File: config.mk
export PLATFORM = sky130hd
export DESIGN_NAME = chan_feed_6_flat
export DESIGN_NICKNAME = d
export VERILOG_FILES = /design/src/rtl/chan_feed_6_if.sv /design/src/rtl/chan_feed_6.sv /design/src/flat_wrapper.sv
export SDC_FILE = /design/constraint.sdc
export NUM_CORES = 1
export LEC_CHECK = 0
export BUFFER_PORTS_ARGS = -buffer_cell sky130_fd_sc_hd__buf_2
export CORE_AREA = 2 2 113 115
export DETAILED_ROUTE_END_ITERATION = 16
export DIE_AREA = 0 0 115 117
export PLACE_DENSITY = 0.83
export RECOVER_POWER = 25
export SLEW_MARGIN = 20
export SYNTH_ARGS = -nofsm -noshare
export SYNTH_HDL_FRONTEND = slang
export SYNTH_SLANG_ARGS = --single-unit
File: constraint.sdc
create_clock -name clk -period 5.2 [get_ports clk]
set_input_delay 1.04 -clock clk [delete_from_list [all_inputs] [get_ports clk]]
set_output_delay 1.04 -clock clk [all_outputs]
set_load 0.01 [all_outputs]
File: src/rtl/chan_feed_6_if.sv
// rtl/chan_feed_6_if.sv - buffer read bus and six-channel beat stream of the partial-sum feeder
interface chan_feed_6_if #(
  parameter int DW = 16,
  parameter int AW = 10
);
  logic                 rd_en;
  logic [AW-1:0]        rd_addr;
  logic signed [DW-1:0] rd_data1, rd_data2, rd_data3, rd_data4, rd_data5, rd_data6;
  logic signed [DW-1:0] dout1, dout2, dout3, dout4, dout5, dout6;
  logic                 en1, en2, en3, en4, en5, en6;
  logic                 consume;

  modport master (
    output rd_en, rd_addr,
    input  rd_data1, rd_data2, rd_data3, rd_data4, rd_data5, rd_data6,
    output dout1, dout2, dout3, dout4, dout5, dout6,
    output en1, en2, en3, en4, en5, en6,
    input  consume
  );

  modport slave (
    input  rd_en, rd_addr,
    output rd_data1, rd_data2, rd_data3, rd_data4, rd_data5, rd_data6,
    input  dout1, dout2, dout3, dout4, dout5, dout6,
    input  en1, en2, en3, en4, en5, en6,
    output consume
  );
endinterface

File: src/rtl/chan_feed_6.sv
// rtl/chan_feed_6.sv - credit-metered lockstep reader feeding six channel-adder FIFOs
module chan_feed_6 #(
  parameter int DW    = 16,
  parameter int AW    = 10,
  parameter int DEPTH = 16,
  parameter int NPIX  = 64
) (
  input  logic          clk,
  input  logic          reset,
  input  logic          start,
  input  logic [AW-1:0] base_addr,
  input  logic [5:0]    chan_mask,
  output logic          busy,
  output logic          done,
  output logic          err,
  chan_feed_6_if.master bus
);

  localparam int CW = $clog2(DEPTH) + 1;

  typedef enum logic [1:0] {S_IDLE, S_RUN, S_DRAIN, S_DONE} state_t;

  state_t              state_q, state_d;
  logic [AW-1:0]       idx_q, idx_d;
  logic [AW-1:0]       base_q, base_d;
  logic [5:0]          mask_q, mask_d;
  logic [CW-1:0]       outst_q, outst_d;
  logic                err_q, err_d;
  logic                emit_q;
  logic [5:0][DW-1:0]  hold_q;
  logic [5:0][DW-1:0]  rd_vec;
  logic [5:0][DW-1:0]  beat;
  logic [5:0][DW-1:0]  dout_vec;
  logic                issue;
  logic                last_issue;

  assign rd_vec = {bus.rd_data6, bus.rd_data5, bus.rd_data4,
                   bus.rd_data3, bus.rd_data2, bus.rd_data1};

  // An in-flight read already holds its credit, so a free slot is all that's needed.
  assign issue      = (state_q == S_RUN) && (outst_q < CW'(DEPTH));
  assign last_issue = issue && (idx_q == AW'(NPIX - 1));

  always_comb begin
    state_d = state_q;
    idx_d   = idx_q;
    base_d  = base_q;
    mask_d  = mask_q;
    err_d   = err_q;
    outst_d = outst_q;

    case (state_q)
      S_IDLE: begin
        if (start) begin
          base_d  = base_addr;
          mask_d  = chan_mask;
          idx_d   = '0;
          err_d   = 1'b0;
          state_d = S_RUN;
        end
      end
      S_RUN: begin
        if (issue) begin
          idx_d = idx_q + 1'b1;
          if (last_issue) begin
            state_d = S_DRAIN;
          end
        end
      end
      S_DRAIN: begin
        if ((outst_q == '0) && !emit_q) begin
          state_d = S_DONE;
        end
      end
      S_DONE: begin
        state_d = S_IDLE;
      end
      default: begin
        state_d = S_IDLE;
      end
    endcase

    // A consume with nothing outstanding is a consumer bug; flag it after any start clear.
    if (issue && !bus.consume) begin
      outst_d = outst_q + 1'b1;
    end else if (!issue && bus.consume) begin
      if (outst_q != '0) begin
        outst_d = outst_q - 1'b1;
      end else begin
        err_d = 1'b1;
      end
    end
  end

  always_comb begin
    beat = '0;
    for (int n = 0; n < 6; n++) begin
      if (mask_q[n]) begin
        beat[n] = rd_vec[n];
      end
    end
    dout_vec = emit_q ? beat : hold_q;
  end

  always_ff @(posedge clk or posedge reset) begin
    if (reset) begin
      state_q <= S_IDLE;
      idx_q   <= '0;
      base_q  <= '0;
      mask_q  <= '0;
      outst_q <= '0;
      err_q   <= 1'b0;
      emit_q  <= 1'b0;
      hold_q  <= '0;
    end else begin
      state_q <= state_d;
      idx_q   <= idx_d;
      base_q  <= base_d;
      mask_q  <= mask_d;
      outst_q <= outst_d;
      err_q   <= err_d;
      emit_q  <= issue;
      hold_q  <= dout_vec;
    end
  end

  // Read data arrives the cycle after rd_en, so the beat passes straight through then.
  assign bus.rd_en   = issue;
  assign bus.rd_addr = issue ? (base_q + idx_q) : '0;

  assign bus.dout1 = dout_vec[0];
  assign bus.dout2 = dout_vec[1];
  assign bus.dout3 = dout_vec[2];
  assign bus.dout4 = dout_vec[3];
  assign bus.dout5 = dout_vec[4];
  assign bus.dout6 = dout_vec[5];

  assign bus.en1 = emit_q;
  assign bus.en2 = emit_q;
  assign bus.en3 = emit_q;
  assign bus.en4 = emit_q;
  assign bus.en5 = emit_q;
  assign bus.en6 = emit_q;

  assign busy = (state_q == S_RUN) || (state_q == S_DRAIN);
  assign done = (state_q == S_DONE);
  assign err  = err_q;

endmodule
File: src/flat_wrapper.sv
// flat-port wrapper written by rule: the top's interface ports become plain ports
module chan_feed_6_flat 
#(
  parameter int DW    = 16,
  parameter int AW    = 10,
  parameter int DEPTH = 16,
  parameter int NPIX  = 64
)
  (clk, reset, start, base_addr, chan_mask, busy, done, err, bus_rd_en, bus_rd_addr, bus_rd_data1, bus_rd_data2, bus_rd_data3, bus_rd_data4, bus_rd_data5, bus_rd_data6, bus_dout1, bus_dout2, bus_dout3, bus_dout4, bus_dout5, bus_dout6, bus_en1, bus_en2, bus_en3, bus_en4, bus_en5, bus_en6, bus_consume);
  chan_feed_6_if #(.DW(DW), .AW(AW)) bus_i ();
  input  logic clk;
  input  logic reset;
  input  logic start;
  input  logic [AW-1:0] base_addr;
  input  logic [5:0] chan_mask;
  output logic busy;
  output logic done;
  output logic err;
  output wire logic [$bits(bus_i.rd_en)-1:0] bus_rd_en;
  output wire logic [$bits(bus_i.rd_addr)-1:0] bus_rd_addr;
  input wire logic [$bits(bus_i.rd_data1)-1:0] bus_rd_data1;
  input wire logic [$bits(bus_i.rd_data2)-1:0] bus_rd_data2;
  input wire logic [$bits(bus_i.rd_data3)-1:0] bus_rd_data3;
  input wire logic [$bits(bus_i.rd_data4)-1:0] bus_rd_data4;
  input wire logic [$bits(bus_i.rd_data5)-1:0] bus_rd_data5;
  input wire logic [$bits(bus_i.rd_data6)-1:0] bus_rd_data6;
  output wire logic [$bits(bus_i.dout1)-1:0] bus_dout1;
  output wire logic [$bits(bus_i.dout2)-1:0] bus_dout2;
  output wire logic [$bits(bus_i.dout3)-1:0] bus_dout3;
  output wire logic [$bits(bus_i.dout4)-1:0] bus_dout4;
  output wire logic [$bits(bus_i.dout5)-1:0] bus_dout5;
  output wire logic [$bits(bus_i.dout6)-1:0] bus_dout6;
  output wire logic [$bits(bus_i.en1)-1:0] bus_en1;
  output wire logic [$bits(bus_i.en2)-1:0] bus_en2;
  output wire logic [$bits(bus_i.en3)-1:0] bus_en3;
  output wire logic [$bits(bus_i.en4)-1:0] bus_en4;
  output wire logic [$bits(bus_i.en5)-1:0] bus_en5;
  output wire logic [$bits(bus_i.en6)-1:0] bus_en6;
  input wire logic [$bits(bus_i.consume)-1:0] bus_consume;
  assign bus_rd_en = bus_i.rd_en;
  assign bus_rd_addr = bus_i.rd_addr;
  assign bus_i.rd_data1 = bus_rd_data1;
  assign bus_i.rd_data2 = bus_rd_data2;
  assign bus_i.rd_data3 = bus_rd_data3;
  assign bus_i.rd_data4 = bus_rd_data4;
  assign bus_i.rd_data5 = bus_rd_data5;
  assign bus_i.rd_data6 = bus_rd_data6;
  assign bus_dout1 = bus_i.dout1;
  assign bus_dout2 = bus_i.dout2;
  assign bus_dout3 = bus_i.dout3;
  assign bus_dout4 = bus_i.dout4;
  assign bus_dout5 = bus_i.dout5;
  assign bus_dout6 = bus_i.dout6;
  assign bus_en1 = bus_i.en1;
  assign bus_en2 = bus_i.en2;
  assign bus_en3 = bus_i.en3;
  assign bus_en4 = bus_i.en4;
  assign bus_en5 = bus_i.en5;
  assign bus_en6 = bus_i.en6;
  assign bus_i.consume = bus_consume;
  chan_feed_6 #(.DW(DW), .AW(AW), .DEPTH(DEPTH), .NPIX(NPIX)) u_core (.clk(clk), .reset(reset), .start(start), .base_addr(base_addr), .chan_mask(chan_mask), .busy(busy), .done(done), .err(err), .bus(bus_i));
endmodule
Word-level counts from Yosys, hierarchy flattened
Index checks and enable logic that the tools add are counted.

cells by class
  reductions and logical operators = 19
  equality and inequality tests = 8
  add/sub/neg operators = 4
  $lt $le $gt $ge = 1
  mux-type cells = 24

operators by type and width
  cell                                                                      count
  16-bit two-way mux                                                        6
  96-bit two-way mux                                                        1
  10-bit two-way mux                                                        3
  10-bit case mux with 2 select lines                                       1
  5-bit two-way mux                                                         3
  10-bit by 1-bit adder with 10-bit output (second input constant)          1
  10-bit adder                                                              1
  10-bit by 6-bit equality test with 1-bit output (second input constant)   1
  2-bit two-way mux                                                         4
  2-bit case mux with 4 select lines                                        1
  2-bit by 1-bit inequality test with 1-bit output (second input constant)  3
  2-bit nonzero test                                                        3
  5-bit by 1-bit adder with 5-bit output (second input constant)            1
  1-bit logical AND                                                         5
  5-bit logical NOT                                                         1
  5-bit less-than comparator (second input constant)                        1
  1-bit two-way mux                                                         5
  5-bit nonzero test                                                        1
  5-bit by 1-bit subtractor with 5-bit output (second input constant)       1
  2-bit equality test (second input constant)                               2
  2-bit AND reduction                                                       2
  4-bit AND reduction                                                       1
  1-bit logical NOT                                                         3
  3-bit AND reduction                                                       1
  other kinds (4)                                                           4

word-level totals
  register bits = 131
  logic and storage cells = 69
  input bits = 116
  output and inout port bits = 116

Depth between registers and ports, before layout
Gate-level depths: netlist of the first run.

  word-level depth = 6
  depth in mapped cells = 12
  depth with buffers taken out = 12

Worst setup path after synthesis of the first run
Ideal clock, no wire load.

  path type = register to output
  start = register u_core.idx_q[0]
  end = output bus_rd_addr[8]
  path buffers = 0
  path slack = 2.236 ns
  data arrival time = 1.924 ns
  required time = 4.160 ns
  stages on the path, launching flop included = 9
  path through = dfrtp_1 ha_1 inv_1 fa_1 nor2b_1 o31a_1 o41a_1 o21a_1 nor3_1

between the ends
  word-level cells in the longest chain between the ends = 2

RTL lines
  item                    line                RTL
  from (decl)             chan_feed_6.sv:24   logic [AW-1:0] idx_q, idx_d;
  from (signal assigned)  chan_feed_6.sv:117  idx_q <= idx_d;
  10-bit adder            chan_feed_6.sv:129  assign bus.rd_addr = issue ? (base_q + idx_q) : '0;
  10-bit two-way mux      chan_feed_6.sv:129
  to (decl)               flat_wrapper.sv:20  output wire logic [$bits(bus_i.rd_addr)-1:0] bus_rd_addr;

Every way passes these cells.

Worst setup path in the final report of the first run
  start = register u_core.emit_q (netlist: u_core.bus.en1)
  end = output bus_dout1[15]

between the ends
  word-level cells in the longest chain between the ends = 1

RTL lines
  item                    line                RTL
  from (decl)             chan_feed_6.sv:29   logic emit_q;
  from (signal assigned)  chan_feed_6.sv:122  emit_q <= issue;
  96-bit two-way mux      chan_feed_6.sv:102  dout_vec = emit_q ? beat : hold_q;
  to (decl)               flat_wrapper.sv:27  output wire logic [$bits(bus_i.dout1)-1:0] bus_dout1;

Every way passes these cells.

==> results of run 1 <==
-- critical path: stages (launching register included) --
cell	delay [ns]
dfrtp_2	1.02
and2_1	0.68
nand2_1	0.12
o21ai_0	0.15
buf_2	0.19
-- registers in the layout, summed over array words and instances (netlist names) --
register        cells
u_core.state_q      2
u_core.outst_q      5
u_core.hold_q      96
u_core.err          1
u_core.bus.en1      1
u_core.base_q      10
u_core.idx_q       10
u_core.mask_q       6
-- cell type report --
class	instances	area (um^2)	share of cell area [%]
Sequential cell	131	3279	41.98
Tap cell	150	187.7	2.403
Clock inverter	13	254.0	3.252
Multi-Input combinational cell	353	2057	26.33
Timing Repair Buffer	233	1184	15.15
Inverter	108	406.6	5.206
Clock buffer	19	442.9	5.670
-- synth_stat cells --
master,instances,area share (%)
o21a_1,4,0.51
xor2_1,6,0.89
nand4b_1,1,0.15
o21bai_1,1,0.13
or3_1,5,0.53
a22o_1,2,0.30
nor3b_1,2,0.26
nor2_1,11,0.70
a21oi_1,16,1.4
and2_1,7,0.75
a21o_2,1,0.15
ha_1,19,4.0
nand4_1,3,0.32
a21o_1,5,0.64
inv_1,108,6.9
clkbuf_1,26,1.7
or4_1,2,0.26
nor2b_1,4,0.43
nand2b_1,2,0.21
mux2_4,1,0.26
a21boi_0,1,0.13
or2_2,1,0.11
a211oi_1,2,0.26
nand3_1,2,0.17
and3_1,2,0.21
a41o_1,1,0.17
nand2_1,108,6.9
buf_4,5,0.64
dfrtp_1,131,56
nor3_1,9,0.77
o31a_1,1,0.15
a22oi_1,1,0.13
fa_1,2,0.68
xnor2_1,4,0.60
o21ai_0,107,9.1
o22ai_1,1,0.11
mux2_2,18,3.4
o41a_1,1,0.19
-- final timing paths --
path	start	to	slack, ns	cells past startpoint
min in group asynchronous	reset	u_core.hold_q[83]	1.49	2
setup / recovery	u_core.bus.en1	bus_dout1[15]	1.55	4
hold reg to reg	u_core.mask_q[0]	u_core.mask_q[0]	0.50	1
hold / removal	u_core.mask_q[0]	u_core.mask_q[0]	0.50	1
setup reg to reg	u_core.state_q[1]	u_core.outst_q[4]	2.10	12
max in group asynchronous	reset	u_core.hold_q[14]	2.35	2
-- stage by stage --
stage | power [uW] | area (um^2) | utilization, %
3_5_place_dp | 3283 | 7116 | 57.79
2_1_floorplan | 2643 | 5876 | -
3_3_place_gp | 3224 | 7116 | 57.79
4_1_cts | 4711 | 7812 | 63.46
5_1_grt | 4984 | 7811 | 63.45
6_report | 4664 | 7811 | 63.45
-- power by group --
group / switching, uW / internal, uW / leakage [uW]
logic: 990 / 698 / 0.00203
clock network: 435 / 962 / 0.000338
registers: 203 / 1380 / 0.00170
-- kinds of logic after synthesis --
| group | Yosys count | synth area share, % |
|---|---|---|
| adders and majority gates | 21 | 4.727 |
| muxes | 19 | 3.705 |
| buffers and inverters | 139 | 9.199 |
| AOI/OAI and AO/OA | 144 | 13.33 |
| xor gates and xnor gates | 10 | 1.491 |
| DFF | 131 | 55.79 |
| and+or+nand+nor | 159 | 11.75 |
-- routing by layer --
| metal | global-route usage, % | wire, um |
|---|---|---|
| met3 | 5.870 | 837 |
| met5 | 0 | 0 |
| met2 | 36.00 | 7335 |
| met1 | 24.28 | 5834 |
| met4 | 8.514 | 395 |
==> flow_summary.html, run 1 <==
<table>
<tr><th>Metric</th><th>Value</th></tr>
<tr><th colspan="2">Timing</th></tr>
<tr><td>Unrepaired setup endpoints after global routing</td><td>no</td></tr>
<tr><td>WHS</td><td>about 0.50 ns</td></tr>
<tr><td>Worst clock skew on the final layout</td><td>0.006442 ns</td></tr>
<tr><td>Setup violations, final</td><td>0</td></tr>
<tr><td>Achievable clock frequency</td><td>approximately 270 MHz</td></tr>
<tr><td>Final period demand of the worst path</td><td>3.651 ns</td></tr>
<tr><td>Transition time at the pin with the least slew margin</td><td>approximately 3 ns</td></tr>
<tr><td>Final count of pins violating max slew</td><td>69</td></tr>
<tr><td>PnR worst setup slack</td><td>approximately 1.5 ns</td></tr>
<tr><td>Relative slew slack</td><td>-102.0%</td></tr>
<tr><td>Final worst path period share</td><td>70.20%</td></tr>
<tr><td>Fin. Hold Viols</td><td>0</td></tr>
<tr><td>Fin Setup TNS</td><td>0 ns</td></tr>
<tr><th colspan="2">Die</th></tr>
<tr><td>Number of placement rows</td><td>41</td></tr>
<tr><td>Die Width</td><td>115 um</td></tr>
<tr><td>Overall die area</td><td>13460 um^2</td></tr>
<tr><td>Starting density of the core</td><td>between 40 and 50%</td></tr>
<tr><td>Total I/O pin count</td><td>232</td></tr>
<tr><td>Die height</td><td>~120 um</td></tr>
<tr><td>Placeable core region</td><td>roughly 12000 um^2</td></tr>
<tr><th colspan="2">Synth</th></tr>
<tr><td>Sequential share of the synthesized area</td><td>55.79%</td></tr>
<tr><td>Count of distinct cell types in the synthesized netlist</td><td>38</td></tr>
<tr><td>Mapped Nets</td><td>between 700 and 800</td></tr>
<tr><td>Area of the mapped netlist</td><td>between 5000 and 6000 um^2</td></tr>
<tr><td>Register bit count reported by yosys</td><td>131</td></tr>
<tr><td>Mean post-synth cell area</td><td>9.431 um^2</td></tr>
<tr><td>Yosys warning total</td><td>0</td></tr>
<tr><td>Post-Synthesis Cells</td><td>623</td></tr>
<tr><th colspan="2">Power and ir drop</th></tr>
<tr><td>Worst vdd ir</td><td>~380 uV</td></tr>
<tr><td>Leakage power</td><td>0.004067 uW</td></tr>
<tr><td>Total power per unit cell area</td><td>between 500 and 600 nW/um^2</td></tr>
<tr><th colspan="2">CTS</th></tr>
<tr><td>H-tree levels</td><td>4</td></tr>
<tr><td>Post-CTS sizing</td><td>0</td></tr>
<tr><td>Clock latency on the worst-skew pair</td><td>~0.41 ns</td></tr>
<tr><td>CTS sink cnt</td><td>around 130</td></tr>
<tr><td>Clock-pin slew reported for the worst setup and hold paths after clock tree synthesis</td><td>approximately 0.06 ns</td></tr>
<tr><td>Post-CTS Setup Bufs</td><td>0</td></tr>
<tr><td>TritonCTS Buffers</td><td>17</td></tr>
<tr><td>Number of buffers on the longest clock path</td><td>2</td></tr>
<tr><td>Number of hold buffers added after cts</td><td>0</td></tr>
<tr><td>Clock root buffer</td><td>clkbuf_16</td></tr>
<tr><td>Clock tree from TritonCTS</td><td>yes</td></tr>
<tr><th colspan="2">GRT</th></tr>
<tr><td>Grt ovf</td><td>0</td></tr>
<tr><td>Overall fraction of global-route tracks in use</td><td>20.71%</td></tr>
<tr><td>Largest net degree at the start of global routing</td><td>73</td></tr>
<tr><td>Wire length of the first global-routing pass</td><td>21650 um</td></tr>
<tr><td>Number of global-route vias before repair</td><td>4645</td></tr>
<tr><td>Number of antenna violations at the first check in global routing</td><td>0</td></tr>
<tr><th colspan="2">Drt</th></tr>
<tr><td>Count of antenna-violating nets left after detailed routing</td><td>0</td></tr>
<tr><td>Via-to-Cell Ratio</td><td>just under 5</td></tr>
<tr><td>Pre-Repair DR Iteration Count</td><td>4</td></tr>
<tr><td>Total wire length</td><td>approximately 14000 um</td></tr>
<tr><td>Violation count after the first detailed-routing iteration</td><td>between 200 and 300</td></tr>
<tr><td>Routed length per placed instance</td><td>about 14 um</td></tr>
<tr><td>Via count</td><td>between 4000 and 5000</td></tr>
<tr><td>Drc violations</td><td>0</td></tr>
<tr><th colspan="2">Worst hold path</th></tr>
<tr><td>Worst min-delay path class</td><td>flip-flop to flip-flop</td></tr>
<tr><th colspan="2">Critical path</th></tr>
<tr><td>Kind of capture point of the worst setup path</td><td>output port</td></tr>
<tr><td>CP max FO</td><td>slightly above 70</td></tr>
<tr><td>Data required, critical path</td><td>4.16 ns</td></tr>
<tr><td>Worst setup SP type</td><td>flip-flop</td></tr>
<tr><td>WP data arrival</td><td>about 2.6 ns</td></tr>
<tr><td>Setup Crit Path Kind</td><td>flip-flop to output port</td></tr>
<tr><th colspan="2">Cells and area</th></tr>
<tr><td>Commonest cells after routing, fill and taps aside</td><td>231 x buf_2, 130 x dfrtp_1, 108 x nand2_1, 107 x o21ai_0, 107 x inv_1</td></tr>
<tr><td>Final layout net count</td><td>about 1000</td></tr>
<tr><td>Commonest non-fill, non-tap cell in the layout</td><td>buf_2</td></tr>
<tr><td>Layout cells sized above 1</td><td>between 30% and 40%</td></tr>
<tr><td>Post-route insts no fill</td><td>1007</td></tr>
<tr><td>Synthesis-to-layout area growth</td><td>32.94%</td></tr>
<tr><td>Diode count</td><td>0</td></tr>
<tr><td>Fill cells</td><td>1000</td></tr>
<tr><th colspan="2">Placement</th></tr>
<tr><td>Half-perimeter wire length of the detailed placement result</td><td>roughly 10000 um</td></tr>
<tr><td>Pre-CTS setup slack</td><td>a little under 2 ns</td></tr>
<tr><td>Final RePlAce weighted congestion</td><td>just under 0.8</td></tr>
<tr><td>Placed Cells</td><td>975</td></tr>
<tr><td>Count of input and output buffers</td><td>around 230</td></tr>
<tr><th colspan="2">Run status</th></tr>
<tr><td>Failing checks</td><td>max-capacitance violations, max-slew violations</td></tr>
<tr><td>Run status</td><td>complete, but fails checks</td></tr>
<tr><th colspan="2">Flow run</th></tr>
<tr><td>Count of maximum capacitance violations</td><td>1</td></tr>
</table>
Note: power is estimated with default switching activity, not from simulation.
==> inputs of run 2 (changes only) <==
Clock period 5.2 ns to 3.5 ns, I/O delays scaled along.
==> flow_summary.html, run 2 (same netlist as run 1, synthesis figures left out) <==
<table>
<tr><th>Metric</th><th>Value</th></tr>
<tr><th colspan="2">Drt</th></tr>
<tr><td>Detailed route wirelength on metal2</td><td>between 7000 and 8000 um</td></tr>
<tr><td>Via count</td><td>roughly 5000</td></tr>
<tr><td>Pre-Repair DR Iteration Count</td><td>6</td></tr>
<tr><td>Length of routed wiring on met1</td><td>between 5000 and 6000 um</td></tr>
<tr><td>Met3 layer wire length in the routed design</td><td>between 800 and 900 um</td></tr>
<tr><td>Count of antenna-violating nets left after detailed routing</td><td>0</td></tr>
<tr><td>Top routing layer in use</td><td>met4</td></tr>
<tr><td>Via-to-Cell Ratio</td><td>4.890</td></tr>
<tr><td>Total wire length</td><td>roughly 14000 um</td></tr>
<tr><td>Drc violations</td><td>0</td></tr>
<tr><td>Routed length per placed instance</td><td>around 14 um</td></tr>
<tr><td>Violation count after the first detailed-routing iteration</td><td>282</td></tr>
<tr><th colspan="2">GRT</th></tr>
<tr><td>Number of antenna violations at the first check in global routing</td><td>0</td></tr>
<tr><td>Largest net degree at the start of global routing</td><td>70</td></tr>
<tr><td>Overall fraction of global-route tracks in use</td><td>about a fifth</td></tr>
<tr><td>Grt ovf</td><td>0</td></tr>
<tr><td>Number of global-route vias before repair</td><td>roughly 4600</td></tr>
<tr><td>Wire length of the first global-routing pass</td><td>roughly 22000 um</td></tr>
<tr><th colspan="2">CTS</th></tr>
<tr><td>Number of hold buffers added after cts</td><td>0</td></tr>
<tr><td>TritonCTS Buffers</td><td>17</td></tr>
<tr><td>Clock tree from TritonCTS</td><td>yes</td></tr>
<tr><td>Clock latency on the worst-skew pair</td><td>about 0.42 ns</td></tr>
<tr><td>CTS sink cnt</td><td>between 100 and 150</td></tr>
<tr><td>Clock-pin slew reported for the worst setup and hold paths after clock tree synthesis</td><td>0.05 ns</td></tr>
<tr><td>Clock root buffer</td><td>clkbuf_16</td></tr>
<tr><td>Post-CTS Setup Bufs</td><td>0</td></tr>
<tr><td>H-tree levels</td><td>4</td></tr>
<tr><td>Post-CTS sizing</td><td>0</td></tr>
<tr><td>Number of buffers on the longest clock path</td><td>2</td></tr>
<tr><th colspan="2">Critical path</th></tr>
<tr><td>Destination of the worst register-to-register timing path</td><td>u_core.outst_q[4]</td></tr>
<tr><td>WP data arrival</td><td>2.51 ns</td></tr>
<tr><td>Setup Crit Path Kind</td><td>flip-flop to output port</td></tr>
<tr><td>Worst setup SP type</td><td>flip-flop</td></tr>
<tr><td>Kind of capture point of the worst setup path</td><td>output port</td></tr>
<tr><td>Register-to-Register Setup Slack</td><td>just over 0.3 ns</td></tr>
<tr><td>CP max FO</td><td>5</td></tr>
<tr><td>Depth of the worst register-to-register path</td><td>13</td></tr>
<tr><td>R2r startpoint</td><td>u_core.state_q[1]</td></tr>
<tr><td>Data required, critical path</td><td>2.80 ns</td></tr>
<tr><th colspan="2">Placement</th></tr>
<tr><td>Final RePlAce weighted congestion</td><td>roughly 0.87</td></tr>
<tr><td>Count of input and output buffers</td><td>231</td></tr>
<tr><td>Half-perimeter wire length of the detailed placement result</td><td>about 10000 um</td></tr>
<tr><th colspan="2">Power and ir drop</th></tr>
<tr><td>Total power per unit cell area</td><td>around 900 nW/um^2</td></tr>
<tr><td>Leakage power</td><td>roughly 0.0041 uW</td></tr>
<tr><td>Worst vdd ir</td><td>~450 uV</td></tr>
<tr><td>Power consumption</td><td>between 6000 and 7000 uW</td></tr>
<tr><th colspan="2">Cells and area</th></tr>
<tr><td>Registers with the most flip-flops</td><td>u_core.hold_q (96), u_core.base_q (10), u_core.idx_q (10)</td></tr>
<tr><td>Synthesis-to-layout area growth</td><td>32.67%</td></tr>
<tr><td>Commonest non-fill, non-tap cell in the layout</td><td>buf_2</td></tr>
<tr><td>Final layout net count</td><td>984</td></tr>
<tr><td>Layout cells sized above 1</td><td>between 30% and 40%</td></tr>
<tr><td>Commonest cells after routing, fill and taps aside</td><td>232 x buf_2, 130 x dfrtp_1, 108 x nand2_1, 107 x o21ai_0, 107 x inv_1</td></tr>
<tr><td>Diode count</td><td>0</td></tr>
<tr><td>Max FFs per register</td><td>96</td></tr>
<tr><td>Register with the most flip-flops</td><td>u_core.hold_q</td></tr>
<tr><th colspan="2">Timing</th></tr>
<tr><td>Worst clock skew on the final layout</td><td>between 0.006 and 0.007 ns</td></tr>
<tr><td>Fin Setup TNS</td><td>0 ns</td></tr>
<tr><td>Final worst path period share</td><td>around nine tenths</td></tr>
<tr><td>WHS</td><td>a little under 0.5 ns</td></tr>
<tr><td>Final count of pins violating max slew</td><td>39</td></tr>
<tr><td>Achievable clock frequency</td><td>about 310 MHz</td></tr>
<tr><td>Fin. Hold Viols</td><td>0</td></tr>
<tr><td>Transition time at the pin with the least slew margin</td><td>between 1.5 and 2 ns</td></tr>
<tr><td>Final period demand of the worst path</td><td>around 3.2 ns</td></tr>
<tr><td>Relative slew slack</td><td>-13.03%</td></tr>
<tr><td>Unrepaired setup endpoints after global routing</td><td>no</td></tr>
<tr><td>Setup violations, final</td><td>0</td></tr>
<tr><th colspan="2">Die</th></tr>
<tr><td>Total I/O pin count</td><td>232</td></tr>
<tr><td>Die Width</td><td>roughly 120 um</td></tr>
<tr><td>Overall die area</td><td>roughly 13000 um^2</td></tr>
<tr><td>Placeable core region</td><td>roughly 12000 um^2</td></tr>
<tr><td>Starting density of the core</td><td>a little under half</td></tr>
<tr><td>Die height</td><td>around 120 um</td></tr>
<tr><td>Number of placement rows</td><td>41</td></tr>
<tr><th colspan="2">Worst hold path</th></tr>
<tr><td>Endpoint, Worst Hold</td><td>u_core.mask_q[2]</td></tr>
<tr><td>Launch instance of the worst min-delay path</td><td>u_core.mask_q[2]</td></tr>
<tr><td>Hold path depth</td><td>1</td></tr>
<tr><td>Worst min-delay path class</td><td>flip-flop to flip-flop</td></tr>
<tr><th colspan="2">Flow run</th></tr>
<tr><td>Count of maximum capacitance violations</td><td>1</td></tr>
<tr><th colspan="2">Run status</th></tr>
<tr><td>Failing checks</td><td>max-capacitance violations, max-slew violations</td></tr>
<tr><td>Run status</td><td>complete, but fails checks</td></tr>
</table>
## run 2: power breakdown
part | internal, uW | switching [uW] | total [uW] | leakage (uW)
logic | 1040 | 1510 | 2560 | 0.00204
clock network | 1340 | 651 | 2000 | 0.000326
registers | 2040 | 263 | 2310 | 0.00170
total | 4430 | 2430 | 6860 | 0.00406
## run 2: final cells by class
cell class              instances  area, um^2
fillers                      1012        4517
flip-flops and latches        131        3279
multi-input cells             353        2057
repair buffers                236        1187
clock buffers                  21       480.5
inverters                     108       406.6
clock inverters                11       196.4
well taps                     150       187.7
## run 2: worst max-delay path by stage
stage | startpoint | end | slack, ns | cells past startpoint
floorplan | u_core.idx_q[0] | bus_rd_addr[8] | 0.88 | 8
global placement | u_core.state_q[1] | u_core.outst_q[4] | 0.72 | 13
detailed placement | u_core.state_q[1] | u_core.outst_q[4] | 0.60 | 13
CTS | u_core.idx_q[3] | bus_rd_addr[9] | 0.30 | 7
global route | reset | u_core.hold_q[9] | 0.09 | 3
finish | u_core.idx_q[3] | bus_rd_addr[9] | 0.29 | 7
## run 2: critical path: stages (launching register included)
cell and delay, ns:
dfrtp_1 0.43, ha_1 0.37, a21o_1 0.18, a21oi_1 0.28
a211oi_1 0.13, or3_1 0.38, a21oi_1 0.17, buf_2 0.16
## run 2: layer usage
metal | GRT usage, % | vias up
met5 | 0 | -
li1 | - | 2436
met2 | 35.84 | 179
met4 | 8.916 | 0
met1 | 25.34 | 2303
met3 | 5.767 | 21
## run 2: through the flow
stage	utilization, %	setup slack, ns	cell area, um^2	instances
final	63.31	0.2853	7795	1010
after global routing	63.31	0.09363	7795	1010
after CTS	63.49	0.2961	7816	1010
after detailed placement	57.99	0.5993	7139	978
after global placement	57.99	0.7213	7139	978
after floorplan	-	0.8762	5879	623
==> inputs of run 3 (changes only) <==
Settings changed: CELL_PAD_IN_SITES_DETAIL_PLACEMENT from default to 1, CELL_PAD_IN_SITES_GLOBAL_PLACEMENT from default to 2, CORE_AREA 2 2 113 115 to 2 2 148 150, DIE_AREA 0 0 115 117 to 0 0 150 152.
==> flow_summary.html, run 3 (same netlist as run 1, synthesis figures left out) <==
<table>
<tr><th>Metric</th><th>Value</th></tr>
<tr><th colspan="2">Die</th></tr>
<tr><td>Die Width</td><td>150 um</td></tr>
<tr><td>Starting density of the core</td><td>roughly 28%</td></tr>
<tr><td>Die height</td><td>about 150 um</td></tr>
<tr><td>Placeable core region</td><td>between 20000 and 25000 um^2</td></tr>
<tr><td>Overall die area</td><td>approximately 23000 um^2</td></tr>
<tr><td>Total I/O pin count</td><td>about 230</td></tr>
<tr><td>Number of placement rows</td><td>54</td></tr>
<tr><th colspan="2">Timing</th></tr>
<tr><td>Setup violations, final</td><td>0</td></tr>
<tr><td>Final period demand of the worst path</td><td>~3.2 ns</td></tr>
<tr><td>Transition time at the pin with the least slew margin</td><td>1.903 ns</td></tr>
<tr><td>Fin. Hold Viols</td><td>0</td></tr>
<tr><td>Achievable clock frequency</td><td>313.9 MHz</td></tr>
<tr><td>Fin Setup TNS</td><td>0 ns</td></tr>
<tr><td>Unrepaired setup endpoints after global routing</td><td>no</td></tr>
<tr><td>Final count of pins violating max slew</td><td>40</td></tr>
<tr><td>Relative slew slack</td><td>-27.55%</td></tr>
<tr><td>WHS</td><td>between 0.4 and 0.5 ns</td></tr>
<tr><td>Worst clock skew on the final layout</td><td>between 0.007 and 0.008 ns</td></tr>
<tr><td>Final worst path period share</td><td>about 91%</td></tr>
<tr><th colspan="2">Critical path</th></tr>
<tr><td>Register-to-Register Setup Slack</td><td>0.74 ns</td></tr>
<tr><td>Data required, critical path</td><td>~2.8 ns</td></tr>
<tr><td>Setup Crit Path Kind</td><td>flip-flop to output port</td></tr>
<tr><td>WP data arrival</td><td>roughly 2.5 ns</td></tr>
<tr><td>Kind of capture point of the worst setup path</td><td>output port</td></tr>
<tr><td>Worst setup SP type</td><td>flip-flop</td></tr>
<tr><td>CP max FO</td><td>6</td></tr>
<tr><th colspan="2">Placement</th></tr>
<tr><td>Area of placed instances</td><td>7325 um^2</td></tr>
<tr><td>Count of input and output buffers</td><td>between 200 and 250</td></tr>
<tr><td>Final RePlAce weighted congestion</td><td>0.7695</td></tr>
<tr><td>Half-perimeter wire length of the detailed placement result</td><td>~13000 um</td></tr>
<tr><th colspan="2">CTS</th></tr>
<tr><td>TritonCTS Buffers</td><td>17</td></tr>
<tr><td>Clock root buffer</td><td>clkbuf_16</td></tr>
<tr><td>Clock tree from TritonCTS</td><td>yes</td></tr>
<tr><td>Clock-pin slew reported for the worst setup and hold paths after clock tree synthesis</td><td>0.06 ns</td></tr>
<tr><td>Post-CTS Setup Bufs</td><td>0</td></tr>
<tr><td>H-tree levels</td><td>4</td></tr>
<tr><td>Post-CTS sizing</td><td>0</td></tr>
<tr><td>Number of buffers on the longest clock path</td><td>2</td></tr>
<tr><td>Clock latency on the worst-skew pair</td><td>around 0.42 ns</td></tr>
<tr><td>CTS sink cnt</td><td>131</td></tr>
<tr><td>Number of hold buffers added after cts</td><td>0</td></tr>
<tr><th colspan="2">Cells and area</th></tr>
<tr><td>Register with the most flip-flops</td><td>u_core.hold_q</td></tr>
<tr><td>Fill cells</td><td>roughly 2600</td></tr>
<tr><td>Layout cells sized above 1</td><td>around a third</td></tr>
<tr><td>Final layout net count</td><td>roughly 990</td></tr>
<tr><td>Registers with the most flip-flops</td><td>u_core.hold_q (96), u_core.base_q (10), u_core.idx_q (10)</td></tr>
<tr><td>Synthesis-to-layout area growth</td><td>34.26%</td></tr>
<tr><td>Commonest non-fill, non-tap cell in the layout</td><td>buf_2</td></tr>
<tr><td>Commonest cells after routing, fill and taps aside</td><td>231 x buf_2, 130 x dfrtp_1, 108 x nand2_1, 107 x o21ai_0, 107 x inv_1</td></tr>
<tr><td>Max FFs per register</td><td>96</td></tr>
<tr><td>Final standard cell area without fillers</td><td>just under 8000 um^2</td></tr>
<tr><th colspan="2">Run status</th></tr>
<tr><td>Failing checks</td><td>max-capacitance violations, max-slew violations</td></tr>
<tr><td>Run status</td><td>complete, but fails checks</td></tr>
<tr><th colspan="2">Power and ir drop</th></tr>
<tr><td>Leakage power</td><td>0.004018 uW</td></tr>
<tr><td>Worst vdd ir</td><td>about 340 uV</td></tr>
<tr><td>Total power per unit cell area</td><td>844.9 nW/um^2</td></tr>
<tr><th colspan="2">Drt</th></tr>
<tr><td>Via-to-Cell Ratio</td><td>4.448</td></tr>
<tr><td>Routed length per placed instance</td><td>15.03 um</td></tr>
<tr><td>Drc violations</td><td>0</td></tr>
<tr><td>Violation count after the first detailed-routing iteration</td><td>approximately 150</td></tr>
<tr><td>Count of antenna-violating nets left after detailed routing</td><td>0</td></tr>
<tr><td>Total wire length</td><td>17190 um</td></tr>
<tr><td>Pre-Repair DR Iteration Count</td><td>4</td></tr>
<tr><td>Via count</td><td>around 5100</td></tr>
<tr><th colspan="2">GRT</th></tr>
<tr><td>Largest net degree at the start of global routing</td><td>57</td></tr>
<tr><td>Grt ovf</td><td>0</td></tr>
<tr><td>Wire length of the first global-routing pass</td><td>about 27000 um</td></tr>
<tr><td>Number of global-route vias before repair</td><td>around 5300</td></tr>
<tr><td>Overall fraction of global-route tracks in use</td><td>between 10% and 20%</td></tr>
<tr><td>Number of antenna violations at the first check in global routing</td><td>1</td></tr>
<tr><th colspan="2">Worst hold path</th></tr>
<tr><td>Worst min-delay path class</td><td>flip-flop to flip-flop</td></tr>
<tr><th colspan="2">Flow run</th></tr>
<tr><td>Count of maximum capacitance violations</td><td>1</td></tr>
</table>
[run 3: final timing paths]
kind,start,endpoint,cells past startpoint
worst max-delay path,u_core.idx_q[0],bus_rd_addr[8],9
worst min-delay path,u_core.mask_q[1],u_core.mask_q[1],1
worst max register to register,u_core.state_q[1],u_core.outst_q[4],12
worst min register to register,u_core.mask_q[1],u_core.mask_q[1],1
max in group asynchronous,reset,u_core.hold_q[76],3
min in group asynchronous,reset,u_core.hold_q[84],2
[run 3: where the power goes]
group          internal [uW]  switching, uW
sequential              2040            269
clock                   1010            727
combinational           1060           1560
[run 3: final cells by class]
cell class,instances,area (um^2),area share (%)
Clock buffer,19,442.9,5.615
Multi-Input combinational cell,353,2057,26.07
Inverter,108,406.6,5.155
Sequential cell,131,3279,41.57
Clock inverter,13,125.1,1.586
Timing Repair Buffer,239,1225,15.53
Antenna cell,1,2.502,0.03172
Tap cell,280,350.3,4.441
[run 3: per-layer routing]
layer	track usage [%]	part of all wire, %	routed length (um)
met4	5.615	2.2	373
met1	18.22	43	7320
met5	0	0	0
met3	3.574	5.4	926
met2	26.09	50	8568
[run 3: stage by stage]
| step | util (%) | cells | setup WS, ns | power (uW) |
|---|---|---|---|---|
| final | 36.95 | 1144 | 0.3139 | 6665 |
| after global routing | 36.95 | 1144 | 0.1020 | 7197 |
| after CTS | 36.97 | 1143 | 0.2718 | 6795 |
| after detailed placement | 34.31 | 1111 | 0.7235 | 5012 |
| after global placement | 34.31 | 1111 | 0.7343 | 4941 |
| after floorplan | - | 623 | 0.8762 | 3927 |
[run 3: worst max-delay path, stage by stage, from the launching register on]
cell and delay (ns):
dfrtp_1 0.44, ha_1 0.22, inv_1 0.07, fa_1 0.18, nor2b_1 0.07, o31a_1 0.27
o41a_1 0.33, o21a_1 0.17, nor3_1 0.15, buf_2 0.15
